**config.mk**
```make
export PLATFORM = sky130hd
export DESIGN_NAME = uart_tx_periph
export DESIGN_NICKNAME = d
export VERILOG_FILES = /design/src/rtl/memory_bus_pkg.sv /design/src/rtl/uart_pkg.sv /design/src/rtl/uart_fifo.sv /design/src/rtl/uart_tx_periph.sv
export SDC_FILE = /design/constraint.sdc
export NUM_CORES = 1
export LEC_CHECK = 0
export ABC_AREA = 0
export CAP_MARGIN = 20
export CORE_AREA = 2 2 96 98
export CTS_CLUSTER_SIZE = 12
export DETAILED_ROUTE_END_ITERATION = 8
export DIE_AREA = 0 0 98 100
export GPL_TIMING_DRIVEN = 0
export PLACE_DENSITY = 0.82
export SLEW_MARGIN = 25
export SYNTH_ARGS = -nofsm -noshare
export SYNTH_HDL_FRONTEND = slang
export SYNTH_SLANG_ARGS = --single-unit
```
**constraint.sdc**
```tcl
create_clock -name clk -period 5.7 [get_ports clk]
set_input_delay 0.855 -clock clk [delete_from_list [all_inputs] [get_ports clk]]
set_output_delay 0.855 -clock clk [all_outputs]
set_load 0.01 [all_outputs]
```
**src/rtl/memory_bus_pkg.sv**
```systemverilog
// rtl/memory_bus_pkg.sv - slave bus command/result types shared with SlaveBusMux
package MemoryBus;

  typedef struct packed {
    logic [31:0] write_data;
    logic        mem_read;
  } Cmd;

  typedef struct packed {
    logic [31:0] read_data;
  } Result;

endpackage

```
**src/rtl/uart_pkg.sv**
```systemverilog
// rtl/uart_pkg.sv - register map, STATUS bit positions and FSM states for the UART transmitter
package uart_pkg;

  localparam logic [1:0] REG_DATA   = 2'd0;
  localparam logic [1:0] REG_STATUS = 2'd1;
  localparam logic [1:0] REG_DIV    = 2'd2;
  localparam logic [1:0] REG_RSVD   = 2'd3;

  localparam int STAT_BUSY  = 0;
  localparam int STAT_FULL  = 1;
  localparam int STAT_EMPTY = 2;
  localparam int STAT_OVR   = 3;

  localparam logic [15:0] DIV_MIN = 16'd2;

  typedef enum logic [1:0] {S_IDLE, S_START, S_DATA, S_STOP} tx_state_t;

  function automatic logic [15:0] clamp_div(input logic [15:0] v);
    return (v < DIV_MIN) ? DIV_MIN : v;
  endfunction

endpackage

```
**src/rtl/uart_fifo.sv**
```systemverilog
// rtl/uart_fifo.sv - power-of-two TX FIFO; occupancy tracked by count so full/empty never alias
module uart_fifo #(
  parameter int WIDTH = 8,
  parameter int DEPTH = 8
) (
  input  logic                     clk,
  input  logic                     rst,
  input  logic                     push,
  input  logic [WIDTH-1:0]         push_data,
  input  logic                     pop,
  output logic [WIDTH-1:0]         pop_data,
  output logic                     full,
  output logic                     empty,
  output logic [$clog2(DEPTH):0]   count
);

  localparam int AW = $clog2(DEPTH);

  logic [WIDTH-1:0] mem [DEPTH];
  logic [AW-1:0]    rd_ptr;
  logic [AW-1:0]    wr_ptr;
  logic             do_push;
  logic             do_pop;

  // A pop on the same edge frees a slot, so a push into a full FIFO still lands.
  assign do_pop   = pop && !empty;
  assign do_push  = push && (!full || do_pop);
  assign full     = (count == (AW+1)'(DEPTH));
  assign empty    = (count == '0);
  assign pop_data = mem[rd_ptr];

  always_ff @(posedge clk) begin
    if (rst) begin
      rd_ptr <= '0;
      wr_ptr <= '0;
      count  <= '0;
    end else begin
      if (do_push) wr_ptr <= wr_ptr + 1'b1;
      if (do_pop)  rd_ptr <= rd_ptr + 1'b1;
      case ({do_push, do_pop})
        2'b10:   count <= count + 1'b1;
        2'b01:   count <= count - 1'b1;
        default: count <= count;
      endcase
    end
  end

  always_ff @(posedge clk) begin
    if (do_push) mem[wr_ptr] <= push_data;
  end

endmodule

```
**src/rtl/uart_tx_periph.sv**
```systemverilog
// rtl/uart_tx_periph.sv - 8N1 UART transmitter slave; UART_TX_FIFO_EN selects FIFO vs single holding register
module uart_tx_periph
  import uart_pkg::*;
#(
  parameter int DIVISOR    = 434,
  parameter int FIFO_DEPTH = 8
) (
  input  logic             clk,
  input  logic             rst,
  input  logic             write_enable,
  input  logic [1:0]       bus_address,
  input  MemoryBus::Cmd    membuscmd,
  output MemoryBus::Result membusres,
  output logic             tx
);

  localparam logic [15:0] DIV_RESET = clamp_div(16'(DIVISOR));

  tx_state_t   state;
  logic [15:0] div_reg;
  logic [15:0] cur_div;
  logic [15:0] clk_cnt;
  logic [2:0]  bit_cnt;
  logic [7:0]  shifter;
  logic        ovr;

  logic        push;
  logic        pop;
  logic        q_full;
  logic        q_empty;
  logic [7:0]  q_head;
  logic        bit_end;
  logic [3:0]  status;
  logic        unused_bits;

  assign push    = write_enable && (bus_address == REG_DATA);
  assign bit_end = (clk_cnt == cur_div - 16'd1);

  always_comb begin
    pop = 1'b0;
    if (!q_empty && (state == S_IDLE || (state == S_STOP && bit_end))) pop = 1'b1;
  end

`ifdef UART_TX_FIFO_EN
  logic [$clog2(FIFO_DEPTH):0] q_count;

  uart_fifo #(.WIDTH(8), .DEPTH(FIFO_DEPTH)) u_fifo (
    .clk       (clk),
    .rst       (rst),
    .push      (push),
    .push_data (membuscmd.write_data[7:0]),
    .pop       (pop),
    .pop_data  (q_head),
    .full      (q_full),
    .empty     (q_empty),
    .count     (q_count)
  );

  assign unused_bits = ^{membuscmd.write_data[31:16], q_count};
`else
  logic       hold_valid;
  logic [7:0] hold_data;

  always_ff @(posedge clk) begin
    if (rst) begin
      hold_valid <= 1'b0;
      hold_data  <= 8'h00;
    end else if (push && (!hold_valid || pop)) begin
      hold_valid <= 1'b1;
      hold_data  <= membuscmd.write_data[7:0];
    end else if (pop) begin
      hold_valid <= 1'b0;
    end
  end

  assign q_full      = hold_valid;
  assign q_empty     = !hold_valid;
  assign q_head      = hold_data;
  assign unused_bits = ^membuscmd.write_data[31:16];
`endif

  always_ff @(posedge clk) begin
    if (rst) begin
      div_reg <= DIV_RESET;
      ovr     <= 1'b0;
    end else if (write_enable) begin
      case (bus_address)
        REG_DATA:   if (q_full && !pop) ovr <= 1'b1;
        REG_STATUS: if (membuscmd.write_data[STAT_OVR]) ovr <= 1'b0;
        REG_DIV:    div_reg <= clamp_div(membuscmd.write_data[15:0]);
        default:    ;
      endcase
    end
  end

  // Frame start latches the byte and the divisor, so DIV writes only affect the next frame.
  always_ff @(posedge clk) begin
    if (rst) begin
      state   <= S_IDLE;
      tx      <= 1'b1;
      clk_cnt <= '0;
      bit_cnt <= '0;
      shifter <= '0;
      cur_div <= DIV_RESET;
    end else begin
      case (state)
        S_IDLE: begin
          if (pop) begin
            state   <= S_START;
            tx      <= 1'b0;
            shifter <= q_head;
            cur_div <= div_reg;
            clk_cnt <= '0;
          end
        end
        S_START: begin
          if (bit_end) begin
            state   <= S_DATA;
            clk_cnt <= '0;
            bit_cnt <= '0;
            tx      <= shifter[0];
            shifter <= shifter >> 1;
          end else begin
            clk_cnt <= clk_cnt + 16'd1;
          end
        end
        S_DATA: begin
          if (bit_end) begin
            clk_cnt <= '0;
            if (bit_cnt == 3'd7) begin
              state <= S_STOP;
              tx    <= 1'b1;
            end else begin
              bit_cnt <= bit_cnt + 3'd1;
              tx      <= shifter[0];
              shifter <= shifter >> 1;
            end
          end else begin
            clk_cnt <= clk_cnt + 16'd1;
          end
        end
        S_STOP: begin
          if (bit_end) begin
            clk_cnt <= '0;
            if (pop) begin
              state   <= S_START;
              tx      <= 1'b0;
              shifter <= q_head;
              cur_div <= div_reg;
            end else begin
              state <= S_IDLE;
            end
          end else begin
            clk_cnt <= clk_cnt + 16'd1;
          end
        end
        default: state <= S_IDLE;
      endcase
    end
  end

  always_comb begin
    status             = '0;
    status[STAT_BUSY]  = (state != S_IDLE);
    status[STAT_FULL]  = q_full;
    status[STAT_EMPTY] = q_empty;
    status[STAT_OVR]   = ovr;
  end

  // While rst is high the registers still hold old values, so reads show reset values directly.
  always_comb begin
    membusres = '0;
    if (membuscmd.mem_read) begin
      case (bus_address)
        REG_STATUS: membusres.read_data = rst ? 32'(4'b0100) : {28'b0, status};
        REG_DIV:    membusres.read_data = rst ? {16'b0, DIV_RESET} : {16'b0, div_reg};
        default:    membusres.read_data = '0;
      endcase
    end
  end

endmodule

```
==> results.yml <==
status:
  status: "complete, no violations"
sta:
  hold_viol_final: 0
  worst_slack_ps: 1560
  setup_violations: 0
  relSlewSlack_pct: 55.3
  max_freq_ghz: 0.241
  rsz0062_at_grt: "no"
  tightest_slew_ps: 671
  setup_tns_ps: 0
  slew_violations: 0
  fin_crit_ps: 4140
  finClkSkew_ps: 11.0
  min_period_over_period_pct: 72.7
drt:
  avgViaCountPerCell: 5.86
  drtIter0Drc: 206
  drc_errors: 0
  vias: 3906
  drt_pass1_iterations: 5
  wl_mm: 10.7
  ant_nets: 0
  wire_per_inst_um: 16.1
synth:
  synth_enable_flop_cells: 0
  synth.avg_cell_area_um2: 8.74
  synth.yosys.seq_area_share_pct: 34.0
  ys.flop_type: "dfxtp_1"
  synthTopCellsByArea: "dfxtp_1, mux2i_1, nand2_1"
  yosysTopAreaCell: "dfxtp_1"
  ys_types: 67
  synth_seq_cells: 72
  synth_area_mm2: 0.00425
  async_reset_ff_share_pct: 0
  syn_inst: 486
  yosys.area.top_type_share_pct: 34.0
  yosys_warnings: 0
min_path:
  hp-start: "hold_data[4]"
  hp-class: "register to register"
  min_path_cells: 2
  hold_path_end: "hold_data[4]"
clocking:
  post-cts-setup-buffers: 0
  holdBufCountCts: 0
  clockBufferDepth: 2
  cts_buffers: 9
  cts-htree-levels: 3
  root_buffer: "clkbuf_8"
  cts-resized-gates: 0
  path_clk_slew_ps: 80
  cts_tree: "yes"
  cts_sinks: 72
  clock_latency_ps: 350
worst_setup_path:
  path_class: "input pin to output pin"
  r2r_end: "clk_cnt[15]"
  rr_startpoint: "cur_div[0]"
  rr_worst_depth: 14
  regToRegSetupSlack_ps: 2550
  critPathCaptureType: "output pin"
  cp.arrival_ps: 3290
  cp-startpoint: "rst"
  start_kind: "input pin"
  cp.required_ps: 4850
  worstPathMaxFanout: 10
layout:
  drive_gt1_share_pct: 10.5
  antennaDiodeCount: 0
  fillers: 783
  nets: 600
  multi_input_area_mm2: 0.00254
  final_area_mm2: 0.00507
  post-route-util_pct: 57.1
  regArea_mm2: 0.00144
  area_growth_pct: 19.5
global_route:
  antenna_found_initial: 0
  overflow: 0
  track_usage_pct: 22.5
  grt_max_degree: 14
  grt_pass1_vias: 3708
  grt_first_pass_wirelength_mm: 18.0
pwr:
  p_seq_share_pct: 40.9
  internal-power_mw: 0.969
  power_mw: 1.38
  p_switching_mw: 0.408
  p_clk_share_pct: 36.9
  vdd.ir_drop.worst_mv: 0.212
  p_leak_nw: 1.98
  pwr-share-comb_pct: 22.2
  pwr_density_cell_mw_per_mm2: 271
  swShare_pct: 29.6
floorplanning:
  rows: 35
  die_x_um: 98
  pin_count: 71
  start_util_pct: 47.8
  die_h_um: 100
  core-area_mm2: 0.00889
  dieArea_mm2: 0.00980
place:
  placed_area_mm2: 0.00482
  dp_slack_ps: 1580
  port_buffers: 38
  place_congestion: 0.905
  place_hpwl_mm: 7.98
job:
  drv_cap: 0
## layout make-up
cell class	instances	share of cell area [%]
buffer	42	4.98
clock buffer	10	2.71
clock inverter	6	2.27
inverter	17	1.26
multi-input combinational	370	50.1
sequential	72	28.4
tap	111	2.74
timing repair buffer	38	7.50
## cell usage after synthesis, drive strengths merged (5+ instances only)
cell type  number
a21oi          23
inv            16
dfxtp          72
o21ai          16
ha             12
nor3           14
and3           11
mux2i          38
nor4           12
clkbuf         16
buf            26
nor2           37
nand2          50
xnor2          11
and2           11
nand3          30
nand4           5
xor2           13
o311a           7
a22o           15
## metrics by stage
| step | std cells | hold WS, ps |
|---|---|---|
| after detailed placement | 650 | 465 |
| after CTS | 666 | 478 |
| after global routing | 666 | 493 |
| after global placement | 650 | 449 |
| after floorplan | 501 | 434 |
| final | 666 | 476 |
## layer usage
layer,up-vias,track usage (%),wire [um]
met3,22,4.32,541
li1,1863,-,-
met2,134,39.6,5290
met5,-,0,0
met4,0,7.48,207
met1,1887,27.8,4710
## cells in the final DEF (no fill, tap or decap), types with 2 or more instances in the layout
cell type	n
a211o_1	2
a21oi_1	22
a22o_1	15
a22oi_1	4
a31oi_1	2
and2_1	11
and3_1	11
and4_1	3
buf_1	2
buf_2	5
buf_4	17
bufinv_16	3
clkbuf_1	15
clkbuf_8	10
clkdlybuf4s50_1	38
conb_1	16
dfxtp_1	72
ha_1	12
inv_1	16
mux2i_1	38
nand2_1	49
nand3_1	29
nand4_1	5
nor2_1	36
nor2b_1	2
nor3_1	12
nor4_1	8
nor4_4	3
o211a_1	3
o211ai_1	4
o21ai_0	16
o311a_1	7
o41ai_1	2
or3_1	4
xnor2_1	11
xor2_1	13
## critical path: stages
cell and delay [ps]:
clkdlybuf4s50_1 540, clkbuf_1 470, buf_1 500, o21ai_0 150
a21oi_1 200, clkdlybuf4s50_1 570
## worst max-delay path by stage
stage / end / slack [ps]
3_3_place_gp: membusres[2] / 1660
3_5_place_dp: membusres[2] / 1580
5_1_grt: membusres[2] / 1420
6_report: membusres[2] / 1560
4_1_cts: membusres[2] / 1550
2_1_floorplan: bit_cnt[0] / 2900
## logic make-up after synthesis
family | synth area share, %
mux | 9.22
xor+xnor | 4.95
fa+ha+maj | 3.54
simple gates | 23.3
other cells | 0.0883
buf+inv | 7.46
flops | 34.0
compound gates | 17.5
## power by group through the flow
stage,registers [mW],clock network [mW],logic [mW]
finish,0.563,0.509,0.306
global route,0.566,0.536,0.338
CTS,0.562,0.517,0.303
detailed placement,0.573,0,0.302
global placement,0.572,0,0.291
floorplan,0.566,0,0.227
(Power assumes the default switching activity.)
